$ cat src/rtl/alu_logic_pkg.sv
// Shared definitions for the ALU bitwise-logic functional units.
// Latency: n/a (types and constants only).
// Backpressure: n/a.
//
// Contents: alu_op_e operation select encoding, ALU_WIDTH default datapath width.
package alu_logic_pkg;

    localparam int ALU_WIDTH = 32;

    typedef enum logic [1:0] {
        LOGIC_AND  = 2'd0,
        LOGIC_NAND = 2'd1,
        LOGIC_NOR  = 2'd2,
        LOGIC_RSVD = 2'd3
    } alu_op_e;

endpackage : alu_logic_pkg

$ cat src/rtl/bitwise_core.sv
// Combinational per-bit AND / NAND / NOR; reserved op yields all zeros.
// Latency: 0 cycles (pure combinational).
// Backpressure: none; output follows inputs continuously.
//
// Ports:
//   op : operation select (alu_op_e)
//   a  : operand A, WIDTH bits
//   b  : operand B, WIDTH bits
//   y  : result, WIDTH bits; bit i depends on a[i], b[i] only
module bitwise_core
    import alu_logic_pkg::*;
#(
    parameter int WIDTH = ALU_WIDTH
) (
    input  alu_op_e          op,
    input  logic [WIDTH-1:0] a,
    input  logic [WIDTH-1:0] b,
    output logic [WIDTH-1:0] y
);

    always_comb begin
        y = '0;
        case (op)
            LOGIC_AND:  y = a & b;
            LOGIC_NAND: y = ~(a & b);
            LOGIC_NOR:  y = ~(a | b);
            default:    y = '0;   // LOGIC_RSVD: zero result, still reported valid
        endcase
    end

endmodule : bitwise_core

$ cat src/rtl/and_nand_nor_32.sv
// Registered AND/NAND/NOR functional unit behind the ALU opcode decoder.
// Latency: 1 cycle from the sampling edge (en high) to out/out_valid.
// Backpressure: none; accepts one request per cycle, out_valid pulses per result.
//
// Ports:
//   clk, rst      : clock, synchronous active-high reset (clears out and out_valid)
//   en            : request; op/a/b sampled on the same rising edge
//   op            : 2-bit operation select (alu_op_e encoding)
//   a, b          : WIDTH-bit operands
//   out           : registered result
//   out_valid     : high for the cycle in which out carries a fresh result
// Build option: AND_NAND_NOR_TRISTATE_OUT_EN -- when defined, out is driven only
// while out_valid is high and is high-impedance otherwise (shared result bus).
module and_nand_nor_32
    import alu_logic_pkg::*;
#(
    parameter int WIDTH = ALU_WIDTH
) (
    input  logic             clk,
    input  logic             rst,
    input  logic             en,
    input  logic [1:0]       op,
    input  logic [WIDTH-1:0] a,
    input  logic [WIDTH-1:0] b,
    output logic [WIDTH-1:0] out,
    output logic             out_valid
);

    logic [WIDTH-1:0] core_y;
    logic [WIDTH-1:0] out_d, out_q;
    logic             vld_d, vld_q;

    bitwise_core #(
        .WIDTH (WIDTH)
    ) u_core (
        .op (alu_op_e'(op)),
        .a  (a),
        .b  (b),
        .y  (core_y)
    );

    // The core output is only consumed when en is high, so X/Z on the
    // operands during idle cycles never reaches the result register.
    always_comb begin
        out_d = out_q;
        vld_d = 1'b0;
        if (en) begin
            out_d = core_y;
            vld_d = 1'b1;
        end
    end

    always_ff @(posedge clk) begin
        if (rst) begin
            out_q <= '0;
            vld_q <= 1'b0;
        end else begin
            out_q <= out_d;
            vld_q <= vld_d;
        end
    end

    assign out_valid = vld_q;

`ifdef AND_NAND_NOR_TRISTATE_OUT_EN
    assign out = vld_q ? out_q : {WIDTH{1'bz}};
`else
    assign out = out_q;
`endif

endmodule : and_nand_nor_32

$ cat config.mk
export PLATFORM = sky130hd
export DESIGN_NAME = and_nand_nor_32
export DESIGN_NICKNAME = d
export VERILOG_FILES = /design/src/rtl/alu_logic_pkg.sv /design/src/rtl/bitwise_core.sv /design/src/rtl/and_nand_nor_32.sv
export SDC_FILE = /design/constraint.sdc
export NUM_CORES = 1
export LEC_CHECK = 0
export CAP_MARGIN = 40
export CORE_ASPECT_RATIO = 0.5
export CORE_UTILIZATION = 55
export CTS_CLUSTER_DIAMETER = 60
export DETAILED_ROUTE_END_ITERATION = 12
export DONT_BUFFER_PORTS = 1
export PLACE_DENSITY_LB_ADDON = 0.25
export SLEW_MARGIN = 0
export SYNTH_ARGS = -nofsm -noshare
export SYNTH_HDL_FRONTEND = slang
export SYNTH_HIERARCHICAL = 1
export SYNTH_SLANG_ARGS = --single-unit
export TNS_END_PERCENT = 10
$ cat constraint.sdc
create_clock -name clk -period 1.2 [get_ports clk]
set_input_delay 0.12 -clock clk [delete_from_list [all_inputs] [get_ports clk]]
set_output_delay 0.12 -clock clk [all_outputs]
set_load 0.005 [all_outputs]
==> run_results.csv <==
group,metric,value,unit
run_status,outcome,"complete, no violations",
synth,ys_ff_latch,33,
placed_design,hpwl,2950,um
cts,clk_pin_slew_worst_paths,0.07,ns
timing,worst_clock_skew,0,ns
timing,rsz0062_at_grt,"false",
power,power_density,1130,nW/um^2
route,wl_per_cell,17.3,um
floorplan,pin_count,102,
cts,htree_num_levels,2,
floorplan,core_area,3660,um^2
power,vdd_drop_max,553,uV
cts,root_buffer,"clkbuf_8",
global_routing,overflow,0,
timing,tns,0,ns
timing,whs,0.00306,ns
setup_path,arrival,1.06,ns
global_routing,grt_pass1_wl,6670,um
timing,timing.final.crit_share,0.700,
global_routing,grt_pass1_vias,1524,
timing,finalHoldViolCount,0,
finish,drive_gt1_frac,0.202,
setup_path,cp-end-kind,"register",
timing,finalSetupViolations,0,
setup_path,cpPeakStageDelay,0.37,ns
cts,clock_latency,0.27,ns
timing,drv_slew,0,
synth,ys_warn_count,6,
timing,worst_slew_pin_slew,0.561,ns
placed_design,port-buffer-count,0,
global_routing,antenna_found_initial,0,
route,drt-total-wl,4470,um
setup_path,critPathMaxFanout,35,
cts,cts_tree,"done",
route,post-route-drc-count,0,
floorplan,initial_core_util,0.611,
job,cap_viol_max_count,0,
finish,areaGrowthSynthToFinish,0.728,%
floorplan,num_rows,15,
route,ant_nets,0,
route,vias,1544,
synth,synth_nets,285,
floorplan,dieHeight,47.1,um
floorplan,dieArea,4340,um^2
finish,num_antenna_cells,0,
cts,cts_buffer_depth,2,
setup_path,cp_cell_sequence,"nand2b_4 > o311ai_1 > mux2i_1 > nor2_1",
cts,cts_buffers,5,
route,vias_per_cell,5.96,
cts,clkSinkCount,33,
timing,slew_headroom,0.626,
global_routing,grt_max_degree,36,
timing,timing.fmax,1190,MHz
synth,synthCells,216,
setup_path,crit_family,"simple AND/OR/NAND/NOR gates",
setup_path,path_buf_inv,0,
route,drtPass1Iterations,4,
synth,synth.cell_area,2230,um^2
setup_path,crit_type,"primary input to register",
placed_design,place.gp.congestion,0.626,
global_routing,grt.total_usage,0.202,
timing,finalCriticalPeriod,0.839,ns
route,drt-initial-drc-count,17,
worst_hold_path,min_path_type,"primary input to register",
setup_path,worstSetupStartpointType,"primary input",
setup_path,cp_slowest_cell,"nand2b_4",
synth,syn-mean-instance-area,10.3,um^2
floorplan,chipWidth,92.1,um
synth,yosysUniqueCellTypes,18,
synth,seq_area_frac_synth,0.296,
power,leakagePower,0.873,nW
finish,final_net_count,276,
cts,post_cts_resized,0,
setup_path,crit_required,1.42,ns
## logic make-up after synthesis
group | share of synthesized area
multiplexers | 0.143
flip-flops | 0.296
buffers and inverters | 0.0845
AO/OA/AOI/OAI | 0.229
XOR/XNOR | 0.122
AND/OR/NAND/NOR | 0.126
## sequential cells by signal, summed over array words and instances (netlist names)
| register | cells |
|---|---|
| out | 32 |
| out_valid | 1 |
## worst paths after layout
check	start	to	slack, ns	cells past startpoint
min	en	out[24]	0.003	2
max	op[0]	out[29]	0.36	4
min reg2reg	out[18]	out[18]	0.52	2
max reg2reg	out[7]	out[7]	0.55	2
## report_power, final
group / internal, W / switching (W)
Combinational: 0.000239 / 0.000180
Clock: 0.000518 / 0.000392
Sequential: 0.00116 / 0.0000474
## synth_stat cells
cell      instances  area, um^2
a31oi_1           1        6.26
buf_12            3        60.1
buf_2             7        35.0
buf_6             8        90.1
clkbuf_1          1        3.75
dfxtp_1          33         661
mux2i_1          32         320
nand2_1          31         116
nand2b_4          1        13.8
nor2_1           31         116
nor2_2            2        12.5
nor2b_1           1        6.26
nor3b_1           1        7.51
o311ai_1          1        8.76
o32ai_1           1        8.76
o32ai_2          30         488
or3b_1            1        8.76
xor2_1           31         272
## cell type report
type                            instances  area, um^2
Sequential cell                        33         661
Timing Repair Buffer                    3        40.0
Fill cell                             337        1410
Tap cell                               51        63.8
Clock buffer                            7        96.3
Clock inverter                          1        5.00
Multi-Input combinational cell        164        1390
## timing repair
action | CTS | global route
buffers inserted | 0 | 0
endpoints found under the hold margin | 33 | 2
hold buffers | 2 | 1
## through the flow
step | power [W] | instances | cell area, um^2 | worst slack, ns | util
after floorplan | 0.00170 | 216 | 2230 | 0.240 | -
after global placement | 0.00161 | 248 | 2110 | 0.101 | 0.576
after detailed placement | 0.00162 | 248 | 2110 | 0.0712 | 0.576
after CTS | 0.00257 | 258 | 2240 | 0.369 | 0.612
after global routing | 0.00266 | 259 | 2250 | 0.263 | 0.615
final | 0.00254 | 259 | 2250 | 0.361 | 0.615
## per-layer routing
metal,track usage,routed length [um],share of wire
met1,0.221,1790,0.40
met2,0.367,2130,0.48
met4,0.0563,14,0.0031
met3,0.0987,531,0.12
met5,0,0,0
## cell usage in the layout, fill, tap and decap left out, types with 2 or more instances in the layout
cell type      synthesis  layout
nor2_1                31      31
clkbuf_8               0       7
o32ai_2               30      30
nor2_2                 2       2
mux2i_1               32      32
dfxtp_1               33      33
xor2_1                31      31
dlygate4sd3_1          0       2
nand2_1               31      31
Note: power is estimated with default switching activity, not from simulation.
